==> src/rtl/pe_pkg.sv <==
// Shared types, default widths and the result clipping helper for the systolic PE.
package pe_pkg;

  localparam int PE_DW     = 16;
  localparam int PE_ACCW   = 40;
  localparam int PE_CW     = 8;
  localparam int PE_FDEPTH = 4;

  typedef enum logic [1:0] {
    ST_IDLE = 2'd0,
    ST_RUN  = 2'd1,
    ST_DONE = 2'd2
  } pe_state_e;

  typedef struct packed {
    logic             sat;
    logic [PE_DW-1:0] val;
  } clip_res_t;

  // Clip a wide signed accumulator into the signed PE_DW range and flag clipping.
  function automatic clip_res_t sat_clip(input logic signed [PE_ACCW-1:0] acc);
    logic signed [PE_ACCW-1:0] max_v;
    logic signed [PE_ACCW-1:0] min_v;
    clip_res_t                 res;
    max_v = {{(PE_ACCW-PE_DW+1){1'b0}}, {(PE_DW-1){1'b1}}};
    min_v = {{(PE_ACCW-PE_DW+1){1'b1}}, {(PE_DW-1){1'b0}}};
    if (acc > max_v) begin
      res.sat = 1'b1;
      res.val = {1'b0, {(PE_DW-1){1'b1}}};
    end else if (acc < min_v) begin
      res.sat = 1'b1;
      res.val = {1'b1, {(PE_DW-1){1'b0}}};
    end else begin
      res.sat = 1'b0;
      res.val = acc[PE_DW-1:0];
    end
    return res;
  endfunction

endpackage

==> src/rtl/pe_fifo.sv <==
// Small synchronous operand FIFO. A push is visible at dout from the next cycle;
// a push while full is accepted only when a pop frees a slot in the same cycle.
module pe_fifo
  import pe_pkg::*;
#(
  parameter int DW     = PE_DW,
  parameter int FDEPTH = PE_FDEPTH
) (
  input  logic          clk,
  input  logic          rst,
  input  logic          push,
  input  logic          pop,
  input  logic [DW-1:0] din,
  output logic          full,
  output logic          empty,
  output logic [DW-1:0] dout
);

  localparam int AW = $clog2(FDEPTH);

  logic [DW-1:0] mem_q [FDEPTH];
  logic [DW-1:0] mem_d [FDEPTH];
  logic [AW-1:0] wr_ptr_q, wr_ptr_d;
  logic [AW-1:0] rd_ptr_q, rd_ptr_d;
  logic [AW:0]   cnt_q, cnt_d;
  logic          wr_en_s;
  logic          rd_en_s;

  assign full    = (cnt_q == (AW+1)'(FDEPTH));
  assign empty   = (cnt_q == (AW+1)'(0));
  assign dout    = mem_q[rd_ptr_q];
  assign wr_en_s = push & (~full | pop);
  assign rd_en_s = pop & ~empty;

  // Next-state for storage, pointers and occupancy.
  always_comb begin
    mem_d    = mem_q;
    wr_ptr_d = wr_ptr_q;
    rd_ptr_d = rd_ptr_q;
    cnt_d    = cnt_q;
    if (wr_en_s) begin
      mem_d[wr_ptr_q] = din;
      wr_ptr_d        = wr_ptr_q + AW'(1);
    end else begin
      wr_ptr_d = wr_ptr_q;
    end
    if (rd_en_s) begin
      rd_ptr_d = rd_ptr_q + AW'(1);
    end else begin
      rd_ptr_d = rd_ptr_q;
    end
    case ({wr_en_s, rd_en_s})
      2'b10:   cnt_d = cnt_q + (AW+1)'(1);
      2'b01:   cnt_d = cnt_q - (AW+1)'(1);
      default: cnt_d = cnt_q;
    endcase
  end

  // FIFO state registers; reset empties the queue.
  always_ff @(posedge clk or posedge rst) begin
    if (rst) begin
      for (int i = 0; i < FDEPTH; i++) begin
        mem_q[i] <= {DW{1'b0}};
      end
      wr_ptr_q <= {AW{1'b0}};
      rd_ptr_q <= {AW{1'b0}};
      cnt_q    <= {(AW+1){1'b0}};
    end else begin
      mem_q    <= mem_d;
      wr_ptr_q <= wr_ptr_d;
      rd_ptr_q <= rd_ptr_d;
      cnt_q    <= cnt_d;
    end
  end

endmodule

==> src/rtl/systolic_pe.sv <==
// Signed MAC processing element for a 2-D systolic array. Operands queue in two
// FIFOs, are consumed pairwise while neither neighbour stalls, and are forwarded
// east/south. After max_cntr steps a clipped result is presented with a pulse.
module systolic_pe
  import pe_pkg::*;
#(
  parameter int DW     = PE_DW,
  parameter int FDEPTH = PE_FDEPTH,
  parameter int ACCW   = PE_ACCW,
  parameter int CW     = PE_CW
) (
  input  logic          clk,
  input  logic          rst,
  input  logic [DW-1:0] a_in,
  input  logic [DW-1:0] b_in,
  input  logic          start,
  input  logic          awe,
  input  logic          bwe,
  input  logic          ais,
  input  logic          bis,
  output logic          aff,
  output logic          bff,
  output logic          se,
  output logic          fout,
  output logic          sat,
  output logic [DW-1:0] s_out,
  output logic [DW-1:0] a_out,
  output logic [DW-1:0] b_out,
  output logic          start_next,
  input  logic [CW-1:0] max_cntr
);

  pe_state_e              state_q, state_d;
  logic signed [ACCW-1:0] acc_q, acc_d;
  logic [CW-1:0]          cnt_q, cnt_d;
  logic [DW-1:0]          a_out_q, a_out_d;
  logic [DW-1:0]          b_out_q, b_out_d;
  logic [DW-1:0]          s_out_q, s_out_d;
  logic                   se_q, se_d;
  logic                   fout_q, fout_d;
  logic                   sat_q, sat_d;
  logic                   start_next_q, start_next_d;

  logic                   a_empty_s, b_empty_s;
  logic [DW-1:0]          a_dout_s, b_dout_s;
  logic                   step_s;
  logic signed [2*DW-1:0] prod_s;
  logic signed [ACCW-1:0] prod_ext_s;
  clip_res_t              clip_s;

  pe_fifo #(.DW(DW), .FDEPTH(FDEPTH)) u_a_fifo (
    .clk   (clk),
    .rst   (rst),
    .push  (awe),
    .pop   (step_s),
    .din   (a_in),
    .full  (aff),
    .empty (a_empty_s),
    .dout  (a_dout_s)
  );

  pe_fifo #(.DW(DW), .FDEPTH(FDEPTH)) u_b_fifo (
    .clk   (clk),
    .rst   (rst),
    .push  (bwe),
    .pop   (step_s),
    .din   (b_in),
    .full  (bff),
    .empty (b_empty_s),
    .dout  (b_dout_s)
  );

  // A step needs both operands, no downstream stall, work left, and no start
  // (a start in the same cycle takes priority and suppresses the MAC).
  assign step_s = (state_q == ST_RUN) & ~a_empty_s & ~b_empty_s & ~ais & ~bis &
                  (cnt_q != CW'(0)) & ~start;

  assign prod_s     = $signed(a_dout_s) * $signed(b_dout_s);
  assign prod_ext_s = {{(ACCW-2*DW){prod_s[2*DW-1]}}, prod_s};
  assign clip_s     = sat_clip(acc_q);

  // FSM and MAC datapath next-state.
  always_comb begin
    state_d      = state_q;
    acc_d        = acc_q;
    cnt_d        = cnt_q;
    a_out_d      = a_out_q;
    b_out_d      = b_out_q;
    s_out_d      = s_out_q;
    sat_d        = sat_q;
    se_d         = 1'b0;
    fout_d       = 1'b0;
    start_next_d = start;
    if (start) begin
      acc_d   = {ACCW{1'b0}};
      cnt_d   = max_cntr;
      state_d = (max_cntr == CW'(0)) ? ST_DONE : ST_RUN;
    end else begin
      case (state_q)
        ST_IDLE: begin
          state_d = ST_IDLE;
        end
        ST_RUN: begin
          if (step_s) begin
            acc_d   = acc_q + prod_ext_s;
            cnt_d   = cnt_q - CW'(1);
            a_out_d = a_dout_s;
            b_out_d = b_dout_s;
            se_d    = 1'b1;
            state_d = (cnt_q == CW'(1)) ? ST_DONE : ST_RUN;
          end else begin
            state_d = ST_RUN;
          end
        end
        ST_DONE: begin
          fout_d  = 1'b1;
          s_out_d = clip_s.val;
          sat_d   = clip_s.sat;
          state_d = ST_IDLE;
        end
        default: begin
          state_d = ST_IDLE;
        end
      endcase
    end
  end

  // State, accumulator and registered outputs.
  always_ff @(posedge clk or posedge rst) begin
    if (rst) begin
      state_q      <= ST_IDLE;
      acc_q        <= {ACCW{1'b0}};
      cnt_q        <= {CW{1'b0}};
      a_out_q      <= {DW{1'b0}};
      b_out_q      <= {DW{1'b0}};
      s_out_q      <= {DW{1'b0}};
      sat_q        <= 1'b0;
      se_q         <= 1'b0;
      fout_q       <= 1'b0;
      start_next_q <= 1'b0;
    end else begin
      state_q      <= state_d;
      acc_q        <= acc_d;
      cnt_q        <= cnt_d;
      a_out_q      <= a_out_d;
      b_out_q      <= b_out_d;
      s_out_q      <= s_out_d;
      sat_q        <= sat_d;
      se_q         <= se_d;
      fout_q       <= fout_d;
      start_next_q <= start_next_d;
    end
  end

  assign se         = se_q;
  assign fout       = fout_q;
  assign sat        = sat_q;
  assign s_out      = s_out_q;
  assign a_out      = a_out_q;
  assign b_out      = b_out_q;
  assign start_next = start_next_q;

endmodule

==> config.mk <==
export PLATFORM = sky130hd
export DESIGN_NAME = systolic_pe
export DESIGN_NICKNAME = d
export VERILOG_FILES = /design/src/rtl/pe_pkg.sv /design/src/rtl/pe_fifo.sv /design/src/rtl/systolic_pe.sv
export SDC_FILE = /design/constraint.sdc
export NUM_CORES = 1
export LEC_CHECK = 0
export ABC_AREA = 1
export CAP_MARGIN = 5
export CORE_MARGIN = 2
export CORE_UTILIZATION = 58
export CTS_BUF_LIST = sky130_fd_sc_hd__clkbuf_8
export CTS_CLUSTER_DIAMETER = 50
export DETAILED_ROUTE_END_ITERATION = 10
export MAX_ROUTING_LAYER = met4
export PLACE_DENSITY = 0.76
export SYNTH_ARGS = -nofsm -noshare
export SYNTH_HDL_FRONTEND = slang
export SYNTH_SLANG_ARGS = --single-unit
==> constraint.sdc <==
create_clock -name clk -period 8.3 [get_ports clk]
set_clock_uncertainty 0.05 [all_clocks]
set_input_delay 1.66 -clock clk [delete_from_list [all_inputs] [get_ports clk]]
set_output_delay 1.66 -clock clk [all_outputs]
set_load 0.01 [all_outputs]
==> Word-level counts from Yosys, hierarchy flattened <==
Index checks and enable logic that the tools add are counted.
W data, S select, Z words.
{ "classes": {"mul": 1, "n_reduce_logical": 13, "n_lt_le_gt_ge": 8, "mux": 32, "n_bitwise": 23, "eq_ne": 9, "addsub": 10} }
{ "ops": {"columns": ["op", "n"], "rows": [
  ["$bwmux W64", 2],
  ["$mux W40", 3],
  ["$mux W16", 6],
  ["$bmux W16 S2", 2],
  ["$demux W16 S2", 2],
  ["$add A40 B32 Y40", 1],
  ["$gt A40 B16 Y1 const B", 1],
  ["$lt A40 B16 Y1 const B", 1],
  ["$mux W17", 2],
  ["$mul A16 B16 Y32", 1],
  ["$mux W8", 3],
  ["$ge A3 B3 Y1 const B", 4],
  ["$not A2 Y3", 4],
  ["$pmux W3 S2", 2],
  ["$and A1 B1 Y1", 10],
  ["$mux W2", 5],
  ["$add A2 B1 Y2 const B", 4],
  ["$eq A8 B1 Y1 const B", 1],
  ["$logic_not A8 Y1", 1],
  ["$reduce_bool A2 Y1", 4],
  ["$reduce_bool A8 Y1", 1],
  ["$sub A8 B1 Y8 const B", 1],
  ["$not A1 Y1", 7],
  ["$add A3 B1 Y3 const B", 2],
  ["other kinds (11)", 26]
]} }
{ "totals": {"word_cells": 120, "register_bits": 244, "input_bits": 47} }

==> Longest topological paths before layout <==
{ "logic_depth": {"ltp_word": 12, "mapped_depth": 35, "ltp_nobuf": 33} }

==> Modules after synthesis <==
From an unflattened synthesis, not the netlist that was laid out.
{ "unflattened": {"cells_unflattened": 3155, "area_unflattened_um2": 24863.8} }
{ "modules_own_cells": {"columns": ["mod", "instances", "area_per_inst_um2", "seq_area_each_um2", "cells_each"], "rows": [
  ["systolic_pe", 1, 17844.6, 2552.4, 2303],
  ["pe_fifo", 2, 3509.6, 1776.7, 426]
]} }

==> Least setup slack after synthesis <==
No wires, ideal clock.
{ "synth_path": {"path_kind": "register -> register", "start": "register u_b_fifo.rd_ptr_q[0]", "end": "register acc_q[39]", "setup_slack_ps": 1759, "t_arrival_ps": 6374, "required_ps": 8133, "path_stages_with_launch": 29, "synth_period_minus_slack_ps": 6541, "path_cell_list": "dfrtp_1 > buf_2 > inv_2 > buf_4 > nand2_1 > a32oi_1 > inv_2 > nor2_1 > fa_1 > fa_1 > inv_1 > fa_1 > fa_1 > inv_1 > fa_1 > inv_1 > fa_1 > inv_1 > ha_1 > nand2_1 > nor2_1 > nand2_1 > nor2_1 > nand2_1 > nor2_1 > nand3b_1 > nand2_1 > nand3_1 > nand2_1"} }
{ "synth_via": {"elab_chain_len": 9} }
{ "synth_rtl": {"columns": ["item", "line", "source"], "rows": [
  ["start: declaration", "pe_fifo.sv:24", "logic [AW-1:0] rd_ptr_q, rd_ptr_d;"],
  ["start signal: assignment", "pe_fifo.sv:66", "rd_ptr_q <= {AW{1'b0}};"],
  ["start signal: assignment", "pe_fifo.sv:71", "rd_ptr_q <= rd_ptr_d;"],
  ["$not A2 Y3 (not written as such)", "pe_fifo.sv:31", "assign dout = mem_q[rd_ptr_q];"],
  ["$bmux W16 S2", "pe_fifo.sv:31", null],
  ["$mux W16 (not written as such) (2 in a row)", "pe_fifo.sv:31", null],
  ["$mul A16 B16 Y32", "systolic_pe.sv:78", "assign prod_s = $signed(a_dout_s) * $signed(b_dout_s);"],
  ["$add A40 B32 Y40", "systolic_pe.sv:105", "acc_d = acc_q + prod_ext_s;"],
  ["$mux W40", "systolic_pe.sv:104", "if (step_s) begin"],
  ["$mux W40", "systolic_pe.sv:99", "case (state_q)"],
  ["$mux W40", "systolic_pe.sv:94", "if (start) begin"],
  ["end signal: assignment", "systolic_pe.sv:132", "acc_q <= {ACCW{1'b0}};"],
  ["end: declaration", "systolic_pe.sv:34", "logic signed [ACCW-1:0] acc_q, acc_d;"]
]} }
Every way passes these cells. The select of a mux whose other input is x is not followed.
A chain may end at the register's enable or synchronous reset.

==> Worst setup path after layout <==
{ "layout_path": {"start": "register u_a_fifo.rd_ptr_q[0]", "end": "register acc_q[26]"} }
{ "layout_via": {"elab_chain_len": 9} }
{ "layout_rtl": {"columns": ["item", "line"], "rows": [
  ["start: declaration", "pe_fifo.sv:24"],
  ["start signal: assignment", "pe_fifo.sv:66"],
  ["start signal: assignment", "pe_fifo.sv:71"],
  ["$not A2 Y3 (not written as such)", "pe_fifo.sv:31"],
  ["$bmux W16 S2", "pe_fifo.sv:31"],
  ["$mux W16 (not written as such) (2 in a row)", "pe_fifo.sv:31"],
  ["$mul A16 B16 Y32", "systolic_pe.sv:78"],
  ["$add A40 B32 Y40", "systolic_pe.sv:105"],
  ["$mux W40", "systolic_pe.sv:104"],
  ["$mux W40", "systolic_pe.sv:99"],
  ["$mux W40", "systolic_pe.sv:94"]
]} }
Every way passes these cells. The select of a mux whose other input is x is not followed.

==> results.ini <==
[run_status]
status = finished clean

[synth]
ys_seq_area_share_pct = 25.0
syn_nets = 3473
ys_types = 47
ys_async_sr_fraction_pct = 100
ys_seq_elements = 244
synth-edff-count = 0
ys_warn_count = 0
syn_area_per_cell_um2 = 8.23
syn_area_um2 = 24400
synth_cells = 2966
synth_flop_cell = dfrtp_1

[timing]
slew_headroom_pct = 28.8
fmax_mhz = 134
worst_pin_slew_ns = 1.07
min_period_over_period_pct = 89.9
period_minus_slack_ns = 7.46
slew_viol_final = 0
finalSetupViolations = 0
setup_ws_ns = 0.840
grt_setup_unrepaired = no
tns_ns = 0
final_hold_viol_count = 0

[floorplan]
ios = 101
die_w_um = 209
initial_core_util_pct = 58.4
dieArea_um2 = 43700
die_h_um = 209
fp.coreArea_um2 = 41800
rows = 75

[clocking]
path_clk_slew_ns = 0.06
htreeDepth = 2
cts_tree = done
clock_sinks = 244
post_cts_buffers = 0
cts_resized = 0
clk_latency_ns = 0.64
postCtsHoldBufs = 0
cts_buffers = 47
clk_path_buf_depth = 3
cts-root-buf = clkbuf_8

[layout]
fin_nets = 3544
fillers = 3608
drive_above_1_share_pct = 5.08
layout_common_cells = 833 x nand2_1, 556 x inv_1, 332 x fa_1, 254 x nor2_1, 244 x dfrtp_1
seqCellArea_um2 = 6110
multi_input_area_um2 = 15600
area_delta_synth_final_pct = 9.69
final_common_cell = nand2_1

[grt]
track_usage_pct = 33.1
antenna_found_initial = 2
grt_max_degree = 157
grt_pass1_vias = 21400
overflow = 0
grt_first_pass_wirelength_um = 111000

[critical_path]
r2r_cells = 24
cp.required_ns = 8.74
crit_path_max_fanout = 31
slowest_stage = fa_1
crit_type = reg2reg
path_common_cell = fa_1
path_cells = inv_2 -> buf_4 -> nand2_1 -> a32oi_4 -> clkinv_1 -> nor2_1 -> fa_1 -> fa_1 -> fa_1 -> fa_1 -> fa_1 -> inv_1 -> fa_1 -> inv_1 -> ha_1 -> nand2_1 -> nor2_1 -> inv_1 -> nor3_1 -> o21ai_0 -> nand3_1 -> nand2_1 -> nand2_1 -> o22ai_1
cp.depth = 24
max_stage_delay_ns = 0.57
crit_path_start_kind = flip-flop
cp.arrival_ns = 7.90
crit_buf_inv = 6
worst_setup_path_end_kind = flip-flop
crit_family = adder cells

[drt]
wl_per_cell_um = 18.4
drc_errors = 0
vias_per_cell = 5.59
drtIter0Drc = 1917
vias = 20200
drt_pre_antenna_iters = 6
drt-total-wl_um = 66400
ant_nets = 0

[place]
hpwlAfterDp_um = 50400
io_buffers = 100
dp_slack_ns = 0.872
place_congestion = 0.967

[worst_hold_path]
hold_path_class = reg2reg
hold_depth = 2

[job]
maxCapViolCount = 0

==> final timing paths <==
check,startpoint,slack (ns),endpoint
max reg2reg,u_a_fifo.rd_ptr_q[0]$_DFFE_PP0P_,0.84,acc_q[26]$_DFFE_PP0P_
max in group asynchronous,rst,5.49,acc_q[29]$_DFFE_PP0P_
max,u_a_fifo.rd_ptr_q[0]$_DFFE_PP0P_,0.84,acc_q[26]$_DFFE_PP0P_
min in group asynchronous,rst,1.33,b_out[8]$_DFFE_PP0P_
min,u_a_fifo.mem_q[48]$_DFFE_PP0P_,0.42,u_a_fifo.mem_q[48]$_DFFE_PP0P_
min reg2reg,u_a_fifo.mem_q[48]$_DFFE_PP0P_,0.42,u_a_fifo.mem_q[48]$_DFFE_PP0P_
==> kinds of logic after synthesis <==
logic type | share of synthesized area [%]
buffers and inverters | 11.1
and+or+nand+nor | 23.3
DFF | 25.0
adders and majority gates | 33.8
xor gates and xnor gates | 0.897
AOI/OAI and AO/OA | 5.86
muxes | 0.0461
==> flip-flops by register name, indices dropped and copies added (netlist names) <==
name / count
a_out: 16
acc_q: 40
b_out: 16
cnt_q: 8
fout: 1
s_out: 16
sat: 1
se: 1
start_next: 1
state_q: 2
u_a_fifo.cnt_q: 3
u_a_fifo.mem_q: 64
u_a_fifo.rd_ptr_q: 2
u_a_fifo.wr_ptr_q: 2
u_b_fifo.cnt_q: 3
u_b_fifo.mem_q: 64
u_b_fifo.rd_ptr_q: 2
u_b_fifo.wr_ptr_q: 2
==> synth_stat cells, types with 15 or more instances <==
| cell | n | share of area (%) |
|---|---|---|
| nand2_1 | 833 | 13 |
| inv_1 | 544 | 8.4 |
| fa_1 | 332 | 27 |
| nor2_1 | 254 | 3.9 |
| dfrtp_1 | 244 | 25 |
| nand4_1 | 139 | 3.6 |
| ha_1 | 128 | 6.6 |
| o21ai_0 | 66 | 1.4 |
| nand3_1 | 65 | 1.3 |
| a21oi_1 | 62 | 1.3 |
| buf_2 | 53 | 1.1 |
| clkbuf_1 | 35 | 0.54 |
| a32oi_1 | 20 | 0.72 |
| a31oi_1 | 18 | 0.46 |
| nor3_1 | 18 | 0.37 |
| buf_1 | 15 | 0.23 |
==> per-layer routing <==
metal  share of wire, %  wire [um]  track usage (%)  vias up
met3                7.7       5080             5.28      144
met5                  0          0                -        -
met4                2.9       1940             11.5        0
met2                 48      32000             54.0      775
li1                   -          -                -     9285
met1                 41      27300             42.3     9979
==> tightest hold or removal path, stage by stage, from the launching register on <==
cell,delay (ns)
dfrtp_1,0.34
nand2_1,0.05
nand2_1,0.05
==> layout make-up <==
class                           instances  share of cell area, %
Multi-Input combinational cell       2045                   58.3
Sequential cell                       244                   22.8
Timing Repair Buffer                  139                   4.84
Inverter                              560                   7.87
Tap cell                              539                   2.52
Clock inverter                         23                  0.552
Clock buffer                           60                   3.09
Antenna cell                            3                 0.0280
==> through the flow <==
step | cell area (um^2) | hold slack (ns) | instances | util, %
finish | 26800 | 0.422 | 3613 | 64.1
global route | 26800 | 0.435 | 3613 | 64.1
CTS | 26800 | 0.423 | 3610 | 64.1
detailed placement | 25800 | 0.408 | 3527 | 61.7
global placement | 25800 | 0.404 | 3527 | 61.7
floorplan | 24400 | 0.392 | 2966 | -
Power is not shown: default switching activity piles up to over one toggle a cycle in this logic, so the estimate is an artifact.
